==> src/rtl/zet_front_fetch_fifo.sv <==
// zet_front_fetch_fifo: show-ahead fetch queue between prefetch and decode
//   clk_i/rst_ni              : clock, asynchronous active-low reset
//   flush                     : discard all queued words (highest priority)
//   wr_fetch_fifo, fetch_dat_i,
//   fifo_cs_i, fifo_ip_i      : write strobe, word and its cs:ip tag
//   fifo_full                 : back-pressure to prefetch (level >= DEPTH-1)
//   q_rd_i                    : pop head entry
//   q_valid_o, q_dat_o,
//   q_cs_o, q_ip_o            : head entry, combinational from storage
//   q_level_o                 : number of stored entries, 0..DEPTH
//   ovf_o                     : sticky dropped-write flag, only with ZET_FETCH_FIFO_OVF_EN
module zet_front_fetch_fifo #(
    parameter int AW = 3
) (
    input  logic          clk_i,
    input  logic          rst_ni,
    input  logic          flush,
    input  logic          wr_fetch_fifo,
    input  logic [15:0]   fetch_dat_i,
    input  logic [15:0]   fifo_cs_i,
    input  logic [15:0]   fifo_ip_i,
    output logic          fifo_full,
    input  logic          q_rd_i,
    output logic          q_valid_o,
    output logic [15:0]   q_dat_o,
    output logic [15:0]   q_cs_o,
    output logic [15:0]   q_ip_o,
    output logic [AW:0]   q_level_o,
    output logic          ovf_o
);
    localparam int DEPTH = 2 ** AW;
    localparam logic [AW:0] LVL_MAX = (AW+1)'(DEPTH);
    localparam logic [AW:0] LVL_HI  = (AW+1)'(DEPTH - 1);
    logic [47:0]   mem [DEPTH];
    logic [AW-1:0] wr_ptr, rd_ptr;
    logic [AW:0]   level;
    logic          pop, push;
    assign q_valid_o = level != '0;
    assign pop       = q_rd_i && q_valid_o && !flush;
    // a full queue can still take a write when the head leaves in the same cycle
    assign push      = wr_fetch_fifo && !flush && (level != LVL_MAX || pop);
    // one entry of headroom: prefetch's registered strobe may land after full rises
    assign fifo_full = level >= LVL_HI;
    assign q_level_o = level;
    assign {q_cs_o, q_ip_o, q_dat_o} = q_valid_o ? mem[rd_ptr] : 48'h0;
    always_ff @(posedge clk_i)
        if (push) mem[wr_ptr] <= {fifo_cs_i, fifo_ip_i, fetch_dat_i};
    always_ff @(posedge clk_i or negedge rst_ni)
        if (!rst_ni) begin
            wr_ptr <= '0;
            rd_ptr <= '0;
            level  <= '0;
        end else if (flush) begin
            wr_ptr <= '0;
            rd_ptr <= '0;
            level  <= '0;
        end else begin
            wr_ptr <= push ? wr_ptr + AW'(1) : wr_ptr;
            rd_ptr <= pop ? rd_ptr + AW'(1) : rd_ptr;
            level  <= level + (AW+1)'(push) - (AW+1)'(pop);
        end
`ifdef ZET_FETCH_FIFO_OVF_EN
    always_ff @(posedge clk_i or negedge rst_ni)
        if (!rst_ni) ovf_o <= 1'b0;
        else if (flush) ovf_o <= 1'b0;
        else if (wr_fetch_fifo && !push) ovf_o <= 1'b1;
`else
    assign ovf_o = 1'b0;
`endif
endmodule

==> config.mk <==
export PLATFORM = sky130hd
export DESIGN_NAME = zet_front_fetch_fifo
export DESIGN_NICKNAME = d
export VERILOG_FILES = /design/src/rtl/zet_front_fetch_fifo.sv
export SDC_FILE = /design/constraint.sdc
export NUM_CORES = 1
export LEC_CHECK = 0
export BUFFER_PORTS_ARGS = -buffer_cell sky130_fd_sc_hd__buf_2
export CORE_ASPECT_RATIO = 2
export CORE_MARGIN = 2
export CORE_UTILIZATION = 64
export CTS_BUF_LIST = sky130_fd_sc_hd__clkbuf_4 sky130_fd_sc_hd__clkbuf_8 sky130_fd_sc_hd__clkbuf_16
export DETAILED_ROUTE_END_ITERATION = 12
export HOLD_SLACK_MARGIN = 0.1
export PLACE_DENSITY = 0.84
export SETUP_SLACK_MARGIN = 0.4
export SLEW_MARGIN = 5
export SYNTH_ARGS = -nofsm -noshare
export SYNTH_HDL_FRONTEND = slang
export SYNTH_SLANG_ARGS = --single-unit
==> constraint.sdc <==
create_clock -name clk_i -period 18.9 [get_ports clk_i]
set_clock_uncertainty 0.15 [all_clocks]
set_input_delay 1.89 -clock clk_i [delete_from_list [all_inputs] [get_ports clk_i]]
set_output_delay 1.89 -clock clk_i [all_outputs]
set_load 0.005 [all_outputs]
==> impl_results.md <==
* Layout Utilization at 73.4%
* Max_slew headroom at 42.5%
* Synth Net Count at 709
* Clock tree from TritonCTS: built
* Hold Startpoint: wr_ptr[1]
* Post-synthesis register bit count at 394
* Count of nets left with antenna violations after detail routing at 0
* Synthesis Warnings at 0
* Number of nets in the layout at 825
* Hold EP: wr_ptr[1]
* Unrepaired setup endpoints after global routing: false
* Placed wire-length estimate at 16100 microns
* Routability Congestion at 0.732
* Area of the mapped netlist at 0.0151 sq mm
* Critical path launch point type: flip-flop
* Detailed-router iteration count before antenna repair at 5
* Final cycle utilization of the critical path at 31.1%
* Proportion of layout cells with a drive suffix above 1 at 36.2%
* Kind of cell with the highest combined delay on the critical path: buffers and inverters
* Arrival time of data at the critical path endpoint at 3840 ps
* Count of unique library cells instantiated by Yosys at 39
* Crit Path Class: flip-flop to output pin
* Final Hold Viols at 0
* Maximum clock frequency at 170 MHz
* Static Leak at 0.00563 uW
* Global router's overall resource usage at 25.1%
* First-pass GRT wire length at 46100 microns
* Number of vias after detailed routing at 7233
* Floorplan die area at 0.0248 sq mm
* Startpoint of the lowest-slack register-to-register path: q_level_o[2]
* Routed wire per std cell at 28.6 microns
* Number of max-slew violations in the final report at 0
* Synthesized area per cell at 23.3 sq um
* Number of enable flip-flop cells after synthesis at 384
* Hold_buf cts at 0
* Most common cell after layout, fill and taps aside: sky130_fd_sc_hd__edfxtp_1
* Routed WL at 30700 microns
* Width of the die at 112 microns
* Core Footprint at 0.0232 sq mm
* Total of buffers placed on input and output ports at 106
* Area added between synthesis and finish at 13.3%
* Starting density of the core at 64.8%
* Sequential cell area fraction in the yosys report at 78.3%
* Time the final worst path needs with I/O delays and setup at 5880 ps
* Clock slew at the register clock pins of the worst setup and hold paths at 70 ps
* TritonCTS buffer count at 31
* Total negative slack at 0 ps
* Slowest stage cell on the critical path: sky130_fd_sc_hd__buf_4
* Maximum clock insertion buffer count at 3
* Fill cell count at 1213
* Worst Path Buf+Inv at 3
* Clock latency on the worst-skew pair at 560 ps
* Number of endpoints failing setup at the final stage at 0
* Chip Height at 221 microns
* Max-cap violations at 0
* Hold Path Cell Cnt at 2
* Worst vdd ir at 0.000119 V
* Iter 0 DRT Violations at 670
* H-tree Lvls at 1
* Cells after synthesis at 647
* Via/cell ratio at 6.74
* Reg-to-reg slack, setup at 15720 ps
* Maximum number of pins on one net before global-route repair at 56
* Power per cell area at 126 mW/mm^2
* Worst r2r path cells at 9
* Crit. End Element: output pin
* Site row count at 79
* Worst R2R End: q_level_o[3]
* Classification of the worst-slack hold path: flip-flop to flip-flop
* Maximum fanout count along the critical path at 40
* Commonest cells after routing, fill and taps aside: sky130_fd_sc_hd__edfxtp_1 (384), sky130_fd_sc_hd__buf_2 (106), sky130_fd_sc_hd__mux4_2 (96), sky130_fd_sc_hd__a22o_1 (48), sky130_fd_sc_hd__clkbuf_16 (31)
* Root cell of the clock tree: sky130_fd_sc_hd__clkbuf_16
* Largest stage delay, worst path at 740 ps
* Post-CTS Resized at 0
* Status: complete, no violations
* Series of cell instances along the critical path: buf_4 > buf_4 > mux4_2 > a22o_1 > buf_2
* Slew at the pin closest to its max-slew limit at 862 ps
* Via count of the first global-routing pass at 7738
* Grt ovf at 0
* Boundary pin count at 108
* Required time worst endpoint at 16860 ps
* Most frequent cell on the critical path: sky130_fd_sc_hd__buf_4
* Remaining routing DRC violations at 0
* Share of flip-flops with an asynchronous set or reset after synthesis at 2.54%
* Post CTS Setup Buffer Count at 0
* Dominant synthesized flop cell: sky130_fd_sc_hd__edfxtp_1
* Initial antenna violation count at 6
* Number of clock sinks at 394
==> power breakdown <==
group          switching, uW  internal [uW]  leakage (uW)
Sequential              27.6            991       0.00360
Combinational            219            207       0.00146
Clock                    287            422      0.000571
Total                    534           1620       0.00563
==> Yosys cell counts, types with 2 or more instances <==
cell type	number	area, sq um
sky130_fd_sc_hd__a21oi_1	3	15.0
sky130_fd_sc_hd__a22o_1	48	420
sky130_fd_sc_hd__buf_1	3	11.3
sky130_fd_sc_hd__buf_2	12	60.1
sky130_fd_sc_hd__buf_4	4	30.0
sky130_fd_sc_hd__buf_6	2	22.5
sky130_fd_sc_hd__buf_8	2	30.0
sky130_fd_sc_hd__clkbuf_1	13	48.8
sky130_fd_sc_hd__dfrtp_1	10	250
sky130_fd_sc_hd__edfxtp_1	384	11500
sky130_fd_sc_hd__ha_1	8	100
sky130_fd_sc_hd__inv_1	8	30.0
sky130_fd_sc_hd__mux4_2	96	2160
sky130_fd_sc_hd__nand2_1	2	7.51
sky130_fd_sc_hd__nand2b_1	3	18.8
sky130_fd_sc_hd__nand3_1	4	20.0
sky130_fd_sc_hd__nor2_1	12	45.0
sky130_fd_sc_hd__nor2b_1	3	18.8
sky130_fd_sc_hd__nor3_1	3	15.0
sky130_fd_sc_hd__nor4_1	2	12.5
sky130_fd_sc_hd__o211ai_1	2	15.0
sky130_fd_sc_hd__o21ai_0	6	30.0
==> registers in the layout (all words and copies together) (netlist names) <==
name	flops
wr_ptr	3
rd_ptr	3
mem	384
q_level_o	4
==> metrics by stage <==
step / setup slack [ps] / instance area [sq um] / total power [uW] / hold slack, ps / instances
floorplan: 10770 / 15100 / 1310 / 443 / 647
global placement: 13640 / 15900 / 1450 / 507 / 1013
detailed placement: 13560 / 15900 / 1460 / 554 / 1013
CTS: 12890 / 17000 / 2170 / 570 / 1070
global route: 12740 / 17100 / 2230 / 609 / 1073
finish: 13020 / 17100 / 2150 / 567 / 1073
==> how the worst max path moves through the flow <==
stage	startpoint	to	slack (ps)	cells past startpoint
floorplan	q_rd_i	mem[0][0]	10770	3
global placement	rd_ptr[0]	q_dat_o[0]	13640	5
detailed placement	rd_ptr[0]	q_dat_o[4]	13560	5
CTS	rd_ptr[0]	q_dat_o[4]	12890	5
global route	rd_ptr[0]	q_dat_o[4]	12740	5
finish	rd_ptr[0]	q_dat_o[4]	13020	5
==> worst min-delay path, stage by stage, from the launching register on <==
cell and delay [ps]:
sky130_fd_sc_hd__dfrtp_1 480, sky130_fd_sc_hd__nand2b_1 130, sky130_fd_sc_hd__mux2i_1 70
==> cell type report <==
type	count	area, sq um	share of cell area [%]
Multi-Input combinational cell	209	3100	18.2
Sequential cell	394	11800	69.1
Timing Repair Buffer	119	628	3.68
Tap cell	283	354	2.08
Clock inverter	17	265	1.56
Antenna cell	3	7.51	0.0440
Clock buffer	40	875	5.13
Inverter	8	30.0	0.176
==> metal layers <==
layer  routed length [microns]  share of wire [%]  vias to the layer above  track usage (%)
met5                        27              0.088                        -                0
li1                          -                  -                     2990                -
met4                      1060                3.5                        4             11.1
met3                      2100                6.8                       72             3.42
met1                     10900                 35                     3782             32.5
met2                     16700                 54                      385             42.9
==> cells by family (layout without fill, tap and decap cells) <==
group                      count (synthesis)  after routing  synth area share (%)
buffers and inverters                     44            184                  1.55
xor gates and xnor gates                   1              1                0.0582
muxes                                     98             98                  14.5
other                                      1              4                0.0249
DFF                                      394            394                  78.3
AOI/OAI and AO/OA                         64             64                  3.46
and+or+nand+nor                           36             36                  1.34
adders and majority gates                  9              9                 0.798
No activity file was read; power rests on OpenSTA's default activity.
